`config.mk`:
```
export PLATFORM = sky130hd
export DESIGN_NAME = memory_stage
export DESIGN_NICKNAME = d
export VERILOG_FILES = /design/src/rtl/memory_stage.sv
export SDC_FILE = /design/constraint.sdc
export NUM_CORES = 1
export LEC_CHECK = 0
export CAP_MARGIN = 20
export CORE_AREA = 2 2 125 127
export DETAILED_ROUTE_END_ITERATION = 12
export DIE_AREA = 0 0 127 129
export GPL_TIMING_DRIVEN = 0
export PLACE_DENSITY = 0.78
export SYNTH_ARGS = -nofsm -noshare
export SYNTH_HDL_FRONTEND = slang
export SYNTH_SLANG_ARGS = --single-unit
```
`constraint.sdc`:
```
create_clock -name clk -period 4.3 [get_ports clk]
set_input_delay 0.43 -clock clk [delete_from_list [all_inputs] [get_ports clk]]
set_output_delay 0.43 -clock clk [all_outputs]
set_load 0.05 [all_outputs]
```
`src/rtl/memory_stage.sv`:
```
// memory_stage: MEM stage, data-memory req/ack bus, load/store lanes, MEM/WB.
// Optional: `define MISALIGN_TRAP_EN to trap misaligned half/word accesses.
module memory_stage #(
  parameter int XLEN     = 32,
  parameter int MAX_WAIT = 15
) (
  input  logic            clk,
  input  logic            reset,
  input  logic [XLEN-1:0] ALUResultM,
  input  logic [XLEN-1:0] WriteDataM,
  input  logic [XLEN-1:0] PCPlus4M,
  input  logic [4:0]      RdM,
  input  logic            RegWriteM,
  input  logic            MemWriteM,
  input  logic [1:0]      ResultSrcM,
  input  logic [2:0]      Funct3M,
  output logic            dmem_req,
  output logic            dmem_we,
  output logic [XLEN-1:0] dmem_addr,
  output logic [XLEN-1:0] dmem_wdata,
  output logic [3:0]      dmem_be,
  input  logic            dmem_ack,
  input  logic [XLEN-1:0] dmem_rdata,
  output logic            StallM,
  output logic [XLEN-1:0] ALUResultW,
  output logic [XLEN-1:0] ReadDataW,
  output logic [XLEN-1:0] PCPlus4W,
  output logic [4:0]      RdW,
  output logic            RegWriteW,
  output logic [1:0]      ResultSrcW,
  output logic            MisalignW,
  output logic [3:0]      DmemBusyCnt
);

  typedef enum logic {IDLE, WAIT} state_t;

  localparam logic [3:0] CNT_MAX = 4'(MAX_WAIT);

  state_t      state;
  logic        is_load;
  logic        access;
  logic        sz_b;
  logic        sz_h;
  logic        mis;
  logic        go;
  logic [1:0]  a;
  logic [7:0]  lb;
  logic [15:0] lh;
  logic [31:0] ld;

  assign a       = ALUResultM[1:0];
  assign is_load = (ResultSrcM == 2'b01);
  assign access  = MemWriteM | is_load;
  assign sz_b    = (Funct3M[1:0] == 2'b00);
  assign sz_h    = (Funct3M[1:0] == 2'b01);

`ifdef MISALIGN_TRAP_EN
  assign mis = access &
               ((sz_h & a[0]) |
                (~sz_b & ~sz_h & (|a)));
`else
  assign mis = 1'b0;
`endif

  assign go         = access & ~mis &
                      (state == IDLE);
  assign dmem_req   = ~reset &
                      ((state == WAIT) | go);
  assign dmem_we    = dmem_req & MemWriteM;
  assign StallM     = dmem_req & ~dmem_ack;
  assign dmem_addr  = {ALUResultM[31:2], 2'b00};

  // store byte lanes and lane-replicated data
  always_comb begin
    dmem_be    = 4'b1111;
    dmem_wdata = WriteDataM;
    if (MemWriteM) begin
      unique case (1'b1)
        sz_b: begin
          dmem_be    = 4'b0001 << a;
          dmem_wdata = {4{WriteDataM[7:0]}};
        end
        sz_h: begin
          dmem_be    = a[1] ? 4'b1100 : 4'b0011;
          dmem_wdata = {2{WriteDataM[15:0]}};
        end
        default: ;
      endcase
    end
  end

  // load byte/half select and sign/zero extension
  always_comb begin
    unique case (a)
      2'b00:   lb = dmem_rdata[7:0];
      2'b01:   lb = dmem_rdata[15:8];
      2'b10:   lb = dmem_rdata[23:16];
      default: lb = dmem_rdata[31:24];
    endcase
    lh = a[1] ? dmem_rdata[31:16]
              : dmem_rdata[15:0];
    unique case (1'b1)
      sz_b:    ld = {{24{~Funct3M[2] & lb[7]}}, lb};
      sz_h:    ld = {{16{~Funct3M[2] & lh[15]}}, lh};
      default: ld = dmem_rdata;
    endcase
  end

  // FSM, wait counter and MEM/WB register
  always_ff @(posedge clk) begin
    if (reset) begin
      state       <= IDLE;
      DmemBusyCnt <= '0;
      ALUResultW  <= '0;
      ReadDataW   <= '0;
      PCPlus4W    <= '0;
      RdW         <= '0;
      RegWriteW   <= 1'b0;
      ResultSrcW  <= '0;
      MisalignW   <= 1'b0;
    end else begin
      unique case (state)
        IDLE: if (go && !dmem_ack) state <= WAIT;
        WAIT: if (dmem_ack) state <= IDLE;
      endcase
      if (go)
        DmemBusyCnt <= '0;
      else if (state == WAIT &&
               DmemBusyCnt != CNT_MAX)
        DmemBusyCnt <= DmemBusyCnt + 4'd1;
      if (StallM) begin
        RegWriteW <= 1'b0;
        RdW       <= '0;
        MisalignW <= 1'b0;
      end else begin
        ALUResultW <= ALUResultM;
        ReadDataW  <= is_load ? ld : '0;
        PCPlus4W   <= PCPlus4M;
        RdW        <= RdM;
        RegWriteW  <= RegWriteM & ~mis;
        ResultSrcW <= ResultSrcM;
        MisalignW  <= mis;
      end
    end
  end

endmodule

```
==> results.yml <==
power_and_ir_drop:
  p_clk_frac: 0.296
  powerDensity_mw_per_mm2: 334.8
  p_comb_frac: 0.322
  irDropWorstVdd_v: 0.0002280
  p_sw_frac: 0.3346
  seqPwrFrac: 0.382
  leakage_nw: 3.374
  p_int_mw: 1.909
  power.net_switching_mw: 0.9598
route:
  met3WireLength_mm: 1.554
  drt-met1-wl_mm: 7.030
  met2_length_mm: 9.544
  route.detailed.drc: 0
  postRouteAntennaNets: 0
  top_layer: "met4"
  drt_pass1_iterations: 6
  wire_per_inst_um: 16.46
  drt_iter0_markers: 338
  wirelength_mm: 18.60
  num_vias: 5356
  via_per_inst: 4.740
critical_path:
  start_kind: "input pin"
  crit_fanout: 10
  crit_type: "input pin to output pin"
  critPathRequiredTime_ps: 3870
  cp-end-kind: "output pin"
  cp.arrival_ps: 3060
cts:
  cts_max_path_buffers: 2
  clock-root-buffer: "clkbuf_16"
  cts_tree: "built"
  cts.repair.resized: 0
  clkSinkCount: 109
  clk_latency_ps: 340
  cts_buffers: 9
  hold_buffers: 0
  post_cts_buffers: 0
  cts.htree.levels: 3
  path_clk_slew_ps: 70
timing:
  skew_ps: 7.467
  setup_viol: 0
  slew_headroom: 0.4151
  hold_viol_final: 0
  fmax_mhz: 286.2
  grt_setup_unrepaired: "no"
  setup_tns_ps: 0
  finalCritPeriodShare: 0.8127
  finalWorstSetupSlack_ps: 805.4
  min_period_ps: 3495
  maxSlewViolCount: 0
  tightest_slew_ps: 870.6
floorplan:
  die_h_um: 129
  die-area_sq_mm: 0.01638
  core-area_sq_mm: 0.01498
  die_x_um: 127
  start_util: 0.3233
  row_count: 45
  io_pins: 323
cells_and_area:
  fin_area_sq_mm: 0.008569
  finalNetCount: 1082
  n_antenna_cell: 0
  area_growth_pct: 76.98
  layout-drive-gt1-share: 0.09342
global_routing:
  grt_usage: 0.2189
  grt_max_degree: 17
  grt_overflow_total: 0
  antenna_found_initial: 0
  grt_pass1_vias: 5211
  grt_pass1_wl_mm: 27.95
synthesis:
  synth_adder_area_share: 0.002584
  ys_ff_latch: 109
  synthSimpleGateAreaFrac: 0.1729
  synth_mux_area_frac: 0.06021
  synth_top_family_by_area: "compound AO/OA/AOI/OAI gates"
  synth_cell_types: 35
  synth_compound_area_frac: 0.1984
  ys_warn_count: 0
  netlist_instances: 607
  syn_area_per_cell_sq_um: 7.977
  synth-xor-area-share: 0.003618
  seq_area_frac_synth: 0.4506
  synth.cell_area_sq_mm: 0.004842
run_status:
  status: "finished clean"
place:
  gp_congestion: 0.8783
  dpl_worst_slack_ps: 757.7
  portBuffers: 318
  hpwl_mm: 14.94
  post_dp_cell_area_sq_mm: 0.008268
min_path:
  hold_path_class: "flop to flop"
flow_run:
  maxCapViolCount: 0
-- worst paths after layout --
path	start	endpoint	slack, ps	depth (start not counted)
min	PCPlus4W[15]$_SDFFE_PP0N_	PCPlus4W[15]$_SDFFE_PP0N_	460	2
max	reset	StallM	810	6
min reg2reg	PCPlus4W[15]$_SDFFE_PP0N_	PCPlus4W[15]$_SDFFE_PP0N_	460	2
max reg2reg	state$_SDFF_PP0_	PCPlus4W[0]$_SDFFE_PP0N_	2390	7
-- synthesized netlist by cell type, drive strengths merged --
library cell,number,area share
nand2b,1,0.0013
and3,1,0.0013
a32o,1,0.0021
conb,1,0.00077
mux2i,10,0.021
nor2,10,0.0083
ha,1,0.0026
a22oi,19,0.029
xor2,2,0.0036
and3b,1,0.0018
dfxtp,109,0.45
nor3,3,0.0031
o31ai,1,0.0016
nand3,4,0.0041
nand2,172,0.13
buf,56,0.080
and4b,1,0.0021
and2b,1,0.0018
clkbuf,28,0.022
a222oi,7,0.014
o21bai,1,0.0016
o31a,2,0.0036
a21oi,35,0.036
mux2,17,0.040
nor3b,1,0.0026
nor2b,3,0.0039
a22o,8,0.014
and2,6,0.0078
or4,1,0.0016
inv,12,0.0093
o21ai,92,0.095
-- power by group through the flow --
| stage | logic (mW) | registers [mW] | clock network [mW] |
|---|---|---|---|
| final | 0.922 | 1.10 | 0.850 |
| after detailed placement | 0.925 | 1.12 | 0 |
| after floorplan | 0.326 | 1.32 | 0 |
| after CTS | 0.928 | 1.10 | 0.873 |
| after global placement | 0.920 | 1.12 | 0 |
| after global routing | 0.969 | 1.10 | 0.914 |
-- state kept, by name (all words and copies together) (netlist names) --
register	flops
ResultSrcW	2
RdW	5
PCPlus4W	32
state	1
ALUResultW	32
DmemBusyCnt	4
ReadDataW	32
RegWriteW	1
-- stage by stage --
step                power (mW)  utilization  hold slack (ps)  cells
CTS                      2.898       0.5722            457.9   1130
floorplan                1.647            -            551.7    609
finish                   2.869       0.5722            455.0   1130
global route             2.986       0.5722            483.6   1130
detailed placement       2.045       0.5520            442.2   1115
global placement         2.037       0.5520            433.1   1115
-- layout by cell type, fill, tap and decap left out, drive strengths merged, types with 10 or more instances in the layout --
cell type and instances:
buf 56, inv 12, clkbuf 40, nor2 10, a22oi 19, dfxtp 109
nand2 172, mux2 17, a21oi 35, o21ai 92, clkdlybuf4s50 318, mux2i 10
-- metal layers --
metal / vias to the layer above / GRT usage
met5: - / 0
met4: 0 / 0.08274
met3: 28 / 0.06029
met2: 229 / 0.4039
met1: 2426 / 0.2399
li1: 2673 / -
-- critical path, cell delays in order --
cell and delay, ps:
clkdlybuf4s50_1 540, nor2_1 260, o31a_1 240, buf_2 260, buf_1 420, clkdlybuf4s50_1 900
-- logic make-up after synthesis --
| group | count (synthesis) |
|---|---|
| xor+xnor | 2 |
| flops | 109 |
| fa+ha+maj | 1 |
| buf+inv | 96 |
| simple gates | 205 |
| mux | 27 |
| compound gates | 166 |
| other cells | 1 |
-- final cells by class --
type	instances	area [sq um]
clock inverters	3	45.04
well taps	188	235.2
fillers	1404	6407
clock buffers	12	256.5
inverters	12	45.04
plain buffers	84	491.7
flip-flops and latches	109	2182
multi-input cells	404	2131
repair buffers	318	3183
(Power assumes the default switching activity.)
